File: src/rtl/id_ex_operand_stage_if.sv
// Signal bundle between ID, the EX/MEM and MEM/WB producers, and the ID/EX operand stage.
// The stage uses the slave view; the driving environment uses the master view.
interface id_ex_operand_stage_if #(
    parameter int XLEN   = 32,
    parameter int CTRL_W = 4
);
    logic              id_valid;
    logic [4:0]        id_rs1;
    logic [4:0]        id_rs2;
    logic [XLEN-1:0]   id_rs1_val;
    logic [XLEN-1:0]   id_rs2_val;
    logic [XLEN-1:0]   id_imm;
    logic [XLEN-1:0]   id_pc;
    logic [CTRL_W-1:0] id_alu_ctrl;
    logic              id_a_sel;
    logic              id_b_sel;
    logic [4:0]        id_rd;
    logic              id_reg_write;

    logic              exm_reg_write;
    logic [4:0]        exm_rd;
    logic [XLEN-1:0]   exm_result;
    logic              mwb_reg_write;
    logic [4:0]        mwb_rd;
    logic [XLEN-1:0]   mwb_result;

    logic              ex_valid;
    logic [XLEN-1:0]   alu_a;
    logic [XLEN-1:0]   alu_b;
    logic [CTRL_W-1:0] alu_ctrl;
    logic [XLEN-1:0]   ex_store_data;
    logic [4:0]        ex_rd;
    logic              ex_reg_write;
    logic [XLEN-1:0]   ex_pc;

    modport slave (
        input  id_valid, id_rs1, id_rs2, id_rs1_val, id_rs2_val, id_imm, id_pc,
               id_alu_ctrl, id_a_sel, id_b_sel, id_rd, id_reg_write,
               exm_reg_write, exm_rd, exm_result,
               mwb_reg_write, mwb_rd, mwb_result,
        output ex_valid, alu_a, alu_b, alu_ctrl, ex_store_data, ex_rd,
               ex_reg_write, ex_pc
    );

    modport master (
        output id_valid, id_rs1, id_rs2, id_rs1_val, id_rs2_val, id_imm, id_pc,
               id_alu_ctrl, id_a_sel, id_b_sel, id_rd, id_reg_write,
               exm_reg_write, exm_rd, exm_result,
               mwb_reg_write, mwb_rd, mwb_result,
        input  ex_valid, alu_a, alu_b, alu_ctrl, ex_store_data, ex_rd,
               ex_reg_write, ex_pc
    );
endinterface

File: src/rtl/id_ex_operand_stage.sv
// ID/EX pipeline register with EX-stage operand forwarding from EX/MEM and MEM/WB.
// Supports stall (hold, with forwarded-operand refresh) and flush (bubble).
module id_ex_operand_stage #(
    parameter int                XLEN     = 32,
    parameter int                CTRL_W   = 4,
    parameter logic [CTRL_W-1:0] NOP_CTRL = '0
) (
    input  logic clk,
    input  logic rst_n,
    input  logic stall,
    input  logic flush,
    id_ex_operand_stage_if.slave bus
);
    logic              valid_q;
    logic [4:0]        rs1_q;
    logic [4:0]        rs2_q;
    logic [XLEN-1:0]   rs1_val_q;
    logic [XLEN-1:0]   rs2_val_q;
    logic [XLEN-1:0]   imm_q;
    logic [XLEN-1:0]   pc_q;
    logic [CTRL_W-1:0] alu_ctrl_q;
    logic              a_sel_q;
    logic              b_sel_q;
    logic [4:0]        rd_q;
    logic              reg_write_q;

    logic [XLEN-1:0]   fwd1;
    logic [XLEN-1:0]   fwd2;

    // EX/MEM is the younger producer, so it takes precedence; x0 is never forwarded.
    always_comb begin
        fwd1 = rs1_val_q;
        if (bus.exm_reg_write && (bus.exm_rd != 5'd0) && (bus.exm_rd == rs1_q))
            fwd1 = bus.exm_result;
        else if (bus.mwb_reg_write && (bus.mwb_rd != 5'd0) && (bus.mwb_rd == rs1_q))
            fwd1 = bus.mwb_result;
    end

    always_comb begin
        fwd2 = rs2_val_q;
        if (bus.exm_reg_write && (bus.exm_rd != 5'd0) && (bus.exm_rd == rs2_q))
            fwd2 = bus.exm_result;
        else if (bus.mwb_reg_write && (bus.mwb_rd != 5'd0) && (bus.mwb_rd == rs2_q))
            fwd2 = bus.mwb_result;
    end

    always_ff @(posedge clk) begin
        if (!rst_n || flush) begin
            valid_q     <= 1'b0;
            rs1_q       <= '0;
            rs2_q       <= '0;
            rs1_val_q   <= '0;
            rs2_val_q   <= '0;
            imm_q       <= '0;
            pc_q        <= '0;
            alu_ctrl_q  <= NOP_CTRL;
            a_sel_q     <= 1'b0;
            b_sel_q     <= 1'b0;
            rd_q        <= '0;
            reg_write_q <= 1'b0;
        end else if (stall) begin
            // Capture forwarded data so a producer retiring during the stall is not lost.
            rs1_val_q <= fwd1;
            rs2_val_q <= fwd2;
        end else begin
            valid_q     <= bus.id_valid;
            rs1_q       <= bus.id_rs1;
            rs2_q       <= bus.id_rs2;
            rs1_val_q   <= bus.id_rs1_val;
            rs2_val_q   <= bus.id_rs2_val;
            imm_q       <= bus.id_imm;
            pc_q        <= bus.id_pc;
            alu_ctrl_q  <= bus.id_alu_ctrl;
            a_sel_q     <= bus.id_a_sel;
            b_sel_q     <= bus.id_b_sel;
            rd_q        <= bus.id_rd;
            reg_write_q <= bus.id_reg_write;
        end
    end

    assign bus.alu_a         = a_sel_q ? pc_q : fwd1;
    assign bus.alu_b         = b_sel_q ? imm_q : fwd2;
    assign bus.ex_store_data = fwd2;
    assign bus.alu_ctrl      = alu_ctrl_q;
    assign bus.ex_valid      = valid_q;
    assign bus.ex_reg_write  = reg_write_q & valid_q;
    assign bus.ex_rd         = rd_q;
    assign bus.ex_pc         = pc_q;
endmodule

File: src/flat_wrapper.sv
// flat-port wrapper written by rule: the top's interface ports become plain ports
module id_ex_operand_stage_flat 
#(
    parameter int                XLEN     = 32,
    parameter int                CTRL_W   = 4,
    parameter logic [CTRL_W-1:0] NOP_CTRL = '0
)
  (clk, rst_n, stall, flush, bus_id_valid, bus_id_rs1, bus_id_rs2, bus_id_rs1_val, bus_id_rs2_val, bus_id_imm, bus_id_pc, bus_id_alu_ctrl, bus_id_a_sel, bus_id_b_sel, bus_id_rd, bus_id_reg_write, bus_exm_reg_write, bus_exm_rd, bus_exm_result, bus_mwb_reg_write, bus_mwb_rd, bus_mwb_result, bus_ex_valid, bus_alu_a, bus_alu_b, bus_alu_ctrl, bus_ex_store_data, bus_ex_rd, bus_ex_reg_write, bus_ex_pc);
  id_ex_operand_stage_if #(.XLEN(XLEN), .CTRL_W(CTRL_W)) bus_i ();
  input  logic clk;
  input  logic rst_n;
  input  logic stall;
  input  logic flush;
  input wire logic [$bits(bus_i.id_valid)-1:0] bus_id_valid;
  input wire logic [$bits(bus_i.id_rs1)-1:0] bus_id_rs1;
  input wire logic [$bits(bus_i.id_rs2)-1:0] bus_id_rs2;
  input wire logic [$bits(bus_i.id_rs1_val)-1:0] bus_id_rs1_val;
  input wire logic [$bits(bus_i.id_rs2_val)-1:0] bus_id_rs2_val;
  input wire logic [$bits(bus_i.id_imm)-1:0] bus_id_imm;
  input wire logic [$bits(bus_i.id_pc)-1:0] bus_id_pc;
  input wire logic [$bits(bus_i.id_alu_ctrl)-1:0] bus_id_alu_ctrl;
  input wire logic [$bits(bus_i.id_a_sel)-1:0] bus_id_a_sel;
  input wire logic [$bits(bus_i.id_b_sel)-1:0] bus_id_b_sel;
  input wire logic [$bits(bus_i.id_rd)-1:0] bus_id_rd;
  input wire logic [$bits(bus_i.id_reg_write)-1:0] bus_id_reg_write;
  input wire logic [$bits(bus_i.exm_reg_write)-1:0] bus_exm_reg_write;
  input wire logic [$bits(bus_i.exm_rd)-1:0] bus_exm_rd;
  input wire logic [$bits(bus_i.exm_result)-1:0] bus_exm_result;
  input wire logic [$bits(bus_i.mwb_reg_write)-1:0] bus_mwb_reg_write;
  input wire logic [$bits(bus_i.mwb_rd)-1:0] bus_mwb_rd;
  input wire logic [$bits(bus_i.mwb_result)-1:0] bus_mwb_result;
  output wire logic [$bits(bus_i.ex_valid)-1:0] bus_ex_valid;
  output wire logic [$bits(bus_i.alu_a)-1:0] bus_alu_a;
  output wire logic [$bits(bus_i.alu_b)-1:0] bus_alu_b;
  output wire logic [$bits(bus_i.alu_ctrl)-1:0] bus_alu_ctrl;
  output wire logic [$bits(bus_i.ex_store_data)-1:0] bus_ex_store_data;
  output wire logic [$bits(bus_i.ex_rd)-1:0] bus_ex_rd;
  output wire logic [$bits(bus_i.ex_reg_write)-1:0] bus_ex_reg_write;
  output wire logic [$bits(bus_i.ex_pc)-1:0] bus_ex_pc;
  assign bus_i.id_valid = bus_id_valid;
  assign bus_i.id_rs1 = bus_id_rs1;
  assign bus_i.id_rs2 = bus_id_rs2;
  assign bus_i.id_rs1_val = bus_id_rs1_val;
  assign bus_i.id_rs2_val = bus_id_rs2_val;
  assign bus_i.id_imm = bus_id_imm;
  assign bus_i.id_pc = bus_id_pc;
  assign bus_i.id_alu_ctrl = bus_id_alu_ctrl;
  assign bus_i.id_a_sel = bus_id_a_sel;
  assign bus_i.id_b_sel = bus_id_b_sel;
  assign bus_i.id_rd = bus_id_rd;
  assign bus_i.id_reg_write = bus_id_reg_write;
  assign bus_i.exm_reg_write = bus_exm_reg_write;
  assign bus_i.exm_rd = bus_exm_rd;
  assign bus_i.exm_result = bus_exm_result;
  assign bus_i.mwb_reg_write = bus_mwb_reg_write;
  assign bus_i.mwb_rd = bus_mwb_rd;
  assign bus_i.mwb_result = bus_mwb_result;
  assign bus_ex_valid = bus_i.ex_valid;
  assign bus_alu_a = bus_i.alu_a;
  assign bus_alu_b = bus_i.alu_b;
  assign bus_alu_ctrl = bus_i.alu_ctrl;
  assign bus_ex_store_data = bus_i.ex_store_data;
  assign bus_ex_rd = bus_i.ex_rd;
  assign bus_ex_reg_write = bus_i.ex_reg_write;
  assign bus_ex_pc = bus_i.ex_pc;
  id_ex_operand_stage #(.XLEN(XLEN), .CTRL_W(CTRL_W), .NOP_CTRL(NOP_CTRL)) u_core (.clk(clk), .rst_n(rst_n), .stall(stall), .flush(flush), .bus(bus_i));
endmodule
File: config.mk
export PLATFORM = sky130hd
export DESIGN_NAME = id_ex_operand_stage_flat
export DESIGN_NICKNAME = d
export VERILOG_FILES = /design/src/rtl/id_ex_operand_stage_if.sv /design/src/rtl/id_ex_operand_stage.sv /design/src/flat_wrapper.sv
export SDC_FILE = /design/constraint.sdc
export NUM_CORES = 1
export LEC_CHECK = 0
export CAP_MARGIN = 40
export CORE_MARGIN = 10
export CORE_UTILIZATION = 40
export CTS_BUF_LIST = sky130_fd_sc_hd__clkbuf_8
export DETAILED_ROUTE_END_ITERATION = 7
export PLACE_DENSITY = 0.79
export REMOVE_ABC_BUFFERS = 1
export SLEW_MARGIN = 0
export SYNTH_ARGS = -nofsm -noshare
export SYNTH_HDL_FRONTEND = slang
export SYNTH_SLANG_ARGS = --single-unit
File: constraint.sdc
create_clock -name clk -period 1.68 [get_ports clk]
set_input_delay 0.168 -clock clk [delete_from_list [all_inputs] [get_ports clk]]
set_output_delay 0.168 -clock clk [all_outputs]
set_load 0.03 [all_outputs]
Yosys cells after proc, flatten, opt, wreduce, memory -nomap -nowiden
Index checks and enable logic that the tools add are counted. W data, S select, Z words.

Flip-flop bits (word level): 151. Input bits: 231. Output and inout bits: 139.

Reduce and logical (&&, ||, !) cells: 10. Equal/unequal tests: 4. Multiplexer cells: 8. Bitwise gates (word level): 1.

Operator list (count): $mux W32 (8); $eq A5 B5 Y1 (4); $reduce_bool A5 Y1 (2); $logic_and A1 B1 Y1 (6); $and A1 B1 Y1 (1); $logic_not A1 Y1 (1); $logic_or A1 B1 Y1 (1).

Depth between registers and ports, before layout
Depth after elaboration: 6. Gate-level depth with buffers: 7. Depth with buffers taken out: 5.

Worst setup path after synthesis
OpenSTA, ideal clock, no wires.

Path kind: reg2out. Start point: register u_core.rs2_q[3]. End point: output bus_alu_b[22]. Stages on the path, launching flop included: 8. Path buffers: 2. Arrival time: 2.237 ns. Setup slack: -0.725 ns. Data required time: 1.512 ns. Path through: dfxtp_1 > xor2_1 > a211o_1 > or2_1 > buf_6 > buf_6 > a31oi_1 > mux2_1.

Word-level cells in the longest chain between the ends: 5.

RTL lines: start, declared (RTL line id_ex_operand_stage.sv:16) `logic [4:0] rs2_q;`; start signal, assigned (RTL line id_ex_operand_stage.sv:68) `rs2_q <= bus.id_rs2;`; $eq A5 B5 Y1 (RTL line id_ex_operand_stage.sv:43) `else if (bus.mwb_reg_write && (bus.mwb_rd != 5'd0) && (bus.mwb_rd == rs2_q))`; $logic_and A1 B1 Y1 (RTL line id_ex_operand_stage.sv:43); $mux W32 (RTL line id_ex_operand_stage.sv:43); $mux W32 (*) (RTL line id_ex_operand_stage.sv:41) `if (bus.exm_reg_write && (bus.exm_rd != 5'd0) && (bus.exm_rd == rs2_q))`; via bus_ex_store_data[22] (RTL line flat_wrapper.sv:36) `output wire logic [$bits(bus_i.ex_store_data)-1:0] bus_ex_store_data;`; $mux W32 (*) (RTL line id_ex_operand_stage.sv:82) `assign bus.alu_b = b_sel_q ? imm_q : fwd2;`; end, declared (RTL line flat_wrapper.sv:34) `output wire logic [$bits(bus_i.alu_b)-1:0] bus_alu_b;`.

The timed path passes the listed nets; every way through them passes the cells marked *.

Worst setup path after layout
Start point: register u_core.rs2_q[4]. End point: output bus_alu_b[4].

Word-level cells in the longest chain between the ends: 5.

RTL lines (RTL line): $eq A5 B5 Y1 (id_ex_operand_stage.sv:43); $logic_and A1 B1 Y1 (id_ex_operand_stage.sv:43); $mux W32 (id_ex_operand_stage.sv:43); $mux W32 (*) (id_ex_operand_stage.sv:41); $mux W32 (*) (id_ex_operand_stage.sv:82).

Every way passes the cells marked *; elsewhere a longest branch is shown, timed or not.

==> flow_summary.yaml <==
outcome:
  violations: "setup timing"
  status: "finished, violations left"
global_routing:
  grt_use_met1_pct: 34.0
  grtUsageMet3_pct: 9.73
  gr-max-usage-layer: "met2"
  met2_usage_pct: 53.9
  grt_max_degree: 69
  grt_pass1_vias: 12000
  antenna_found_initial: 4
  grt_pass1_wl_um: 71400
  grt_usage_pct: 31.7
  grt-ovfl-total: 0
critical_path:
  cp-end-kind: "output port"
  crit_slowest_cell: "dfxtp_4"
  cp-start-kind: "flip-flop"
  crit_chain: "or2_4 -> buf_6 -> o21ai_4 -> buf_6 -> buf_12 -> nand4_1 -> a31oi_2 -> mux2_4 -> buf_6"
  path_max_fanout: 5
  worst_ep_required_time_ns: 1.51
  critPathMaxStageDelay_ns: 0.38
  crit_top_cell: "buf_6"
  crit_type: "flip-flop to output port"
  cp.arrival_ns: 2.61
  r2r_cells: 11
cts:
  cts.sinks: 151
  cts_buffers: 17
  cts.htree.levels: 4
  cts_buffer_depth: 2
  path_clk_slew_ns: 0.10
  clock-root-buffer: "clkbuf_8"
  cts_tree: "done"
  clock_latency_ns: 0.46
floorplanning:
  die_w_um: 169
  dieHeight_um: 169
  io-pin-count: 370
  rows: 54
  core_area_um2: 21900
  dieArea_um2: 28700
  initial_core_util_pct: 40.8
pwr:
  ir_drop_mv: 0.457
  p_leak_nw: 7.51
  totalPowerFinal_mw: 11.1
  cellPowerDensity_nw_per_um2: 585
detailed_routing:
  ant_nets: 0
  drt-total-wl_um: 56300
  vias_per_cell: 6.42
  wire_per_inst_um: 30.7
  first_iter_violations: 1073
  drc: 0
  firstDrtPassIters: 5
  vias: 11800
min_path:
  hp-class: "input port to flip-flop"
  hold_path_depth: 3
synth:
  ys_warn_count: 0
  synth_area_um2: 8930
  syn_inst: 955
  synth_seq_cells: 151
  yosysUniqueCellTypes: 40
  synth_area_per_cell_um2: 9.35
  yosysSeqAreaShare_pct: 33.9
timing:
  slew_viol_final: 0
  finalHoldViolCount: 0
  fin_crit_sh_pct: 165
  rsz0062_at_grt: "true"
  slew_headroom_pct: 65.9
  finalClockSkew_ns: 0.0186
  fin_crit_ns: 2.78
  setup_tns_ns: -123.77
  timing.fmax_mhz: 360
  holdWs_ns: 0.102
  setup_viol: 160
  setup_slack_ns: -1.10
  worstMarginPinSlew_ns: 0.511
place:
  io_buffers: 369
  gp_congestion: 0.890
  dp_hpwl_um: 28900
  placed_cell_area_um2: 13900
flow_run:
  drv_cap: 0
cells_and_area:
  fin_nets: 1771
  drive_above_1_share_pct: 48.7
  design_area_um2: 18900
  fin_util_pct: 86.5
  syn2layout_area_growth_pct: 112
==> state kept, by name (all words and copies together) (netlist names) <==
register and count:
u_core.b_sel_q 1, u_core.reg_write_q 1, u_core.rs2_val_q 32, u_core.a_sel_q 1, u_core.imm_q 32, u_core.bus.ex_pc 32
u_core.rs1_val_q 32, u_core.rs1_q 5, u_core.bus.alu_ctrl 4, u_core.bus.ex_valid 1, u_core.bus.ex_rd 5, u_core.rs2_q 5
==> cell type report <==
type	count	area, um^2
multi-input combinational	700	7860
clock inverter	13	191
sequential	151	3050
fill	938	2950
inverter	1	3.75
tap	280	350
timing repair buffer	669	7220
clock buffer	19	262
antenna	4	10.0
==> report_power, final <==
part           leakage (nW)  internal, mW  switching (mW)
sequential             1.24          3.70           0.110
combinational          6.05          1.88            1.97
clock                 0.225          1.72            1.70
==> cell usage after synthesis <==
master	n	area (um^2)
o21a_1	32	240
buf_8	1	15.0
o21ai_2	1	8.76
inv_2	1	3.75
and2_1	3	18.8
o2111a_1	1	11.3
nor2_1	89	334
nor2b_1	33	206
nor4_4	1	21.3
mux2i_1	119	1190
dfxtp_1	151	3020
and3_1	3	18.8
xor2_1	10	87.6
a32oi_1	1	8.76
nand3_1	3	15.0
clkbuf_1	65	244
a211o_1	1	8.76
xnor2_1	8	70.1
o31ai_4	30	638
a21oi_1	32	160
buf_1	3	11.3
buf_4	2	15.0
o21ai_1	1	5.00
a31oi_1	32	200
buf_2	16	80.1
o21a_4	1	15.0
nor3_1	36	180
nand2b_1	33	206
nand2_1	33	124
or2_1	2	12.5
mux2_1	32	360
a211oi_1	1	7.51
o31ai_1	34	255
a311oi_2	1	15.0
clkbuf_4	3	22.5
buf_6	13	146
a311oi_1	31	272
nand4_1	64	400
o221ai_1	31	272
clkbuf_2	1	5.00
==> final timing paths <==
path / from / to / slack, ns
worst min register to register: u_core.bus.alu_ctrl[1] / u_core.bus.alu_ctrl[1] / 0.52
worst max register to register: u_core.rs2_q[2] / u_core.rs2_val_q[17] / -0.80
worst min-delay path: stall / u_core.rs1_val_q[7] / 0.10
worst max-delay path: u_core.rs2_q[4] / bus_alu_b[4] / -1.10
==> worst max-delay path: cells and delay by family (launching register included) <==
family,cells,cell delay [ns]
AOI/OAI and AO/OA,2,0.50
buffers and inverters,4,0.57
DFF,1,0.38
muxes,1,0.26
and+or+nand+nor,2,0.42
==> metal layers <==
metal	vias to the layer above	part of all wire [%]
met1	5680	34
met5	-	0.030
li1	4821	-
met4	2	8.2
met2	945	48
met3	346	9.7
==> cell families (layout without fill, tap and decap cells) <==
| family | count (synthesis) | count (layout) | synth area share (%) |
|---|---|---|---|
| muxes | 151 | 151 | 17.4 |
| xor gates and xnor gates | 18 | 18 | 1.77 |
| and+or+nand+nor | 300 | 301 | 17.2 |
| buffers and inverters | 105 | 702 | 6.08 |
| AOI/OAI and AO/OA | 230 | 230 | 23.7 |
| DFF | 151 | 151 | 33.9 |
| other | 0 | 4 | 0 |
==> layout by cell type, fill, tap and decap left out, drive strengths merged, types with 10 or more instances in the layout <==
| master | netlist | final |
|---|---|---|
| nor2 | 89 | 89 |
| a31oi | 32 | 32 |
| xor2 | 10 | 10 |
| o31ai | 64 | 64 |
| o21a | 33 | 33 |
| mux2 | 32 | 32 |
| dlygate4sd2 | 0 | 41 |
| nor2b | 33 | 33 |
| nor3 | 36 | 36 |
| nand2 | 33 | 33 |
| dfxtp | 151 | 151 |
| clkbuf | 69 | 25 |
| o221ai | 31 | 31 |
| a21oi | 32 | 32 |
| buf | 35 | 391 |
| mux2i | 119 | 119 |
| clkdlybuf4s50 | 0 | 225 |
| a311oi | 32 | 32 |
| nand4 | 64 | 64 |
| nand2b | 33 | 33 |
==> stage by stage <==
step	setup WS, ns	std cells
6_report	-1.10	1837
3_5_place_dp	-1.07	1670
2_1_floorplan	-2.74	851
4_1_cts	-0.977	1792
3_3_place_gp	-1.03	1670
5_1_grt	-1.09	1836
==> timing repair <==
action / CTS / global route
hold buffers: 0 / 0
gates cloned: 15 / 8
pin swaps: 101 / 109
endpoints found under the hold margin: 0 / 0
buffers inserted: 98 / 70
resized for setup: 483 / 215
setup endpoints to repair: 197 / 166
Power figures use the tool's default switching activity.
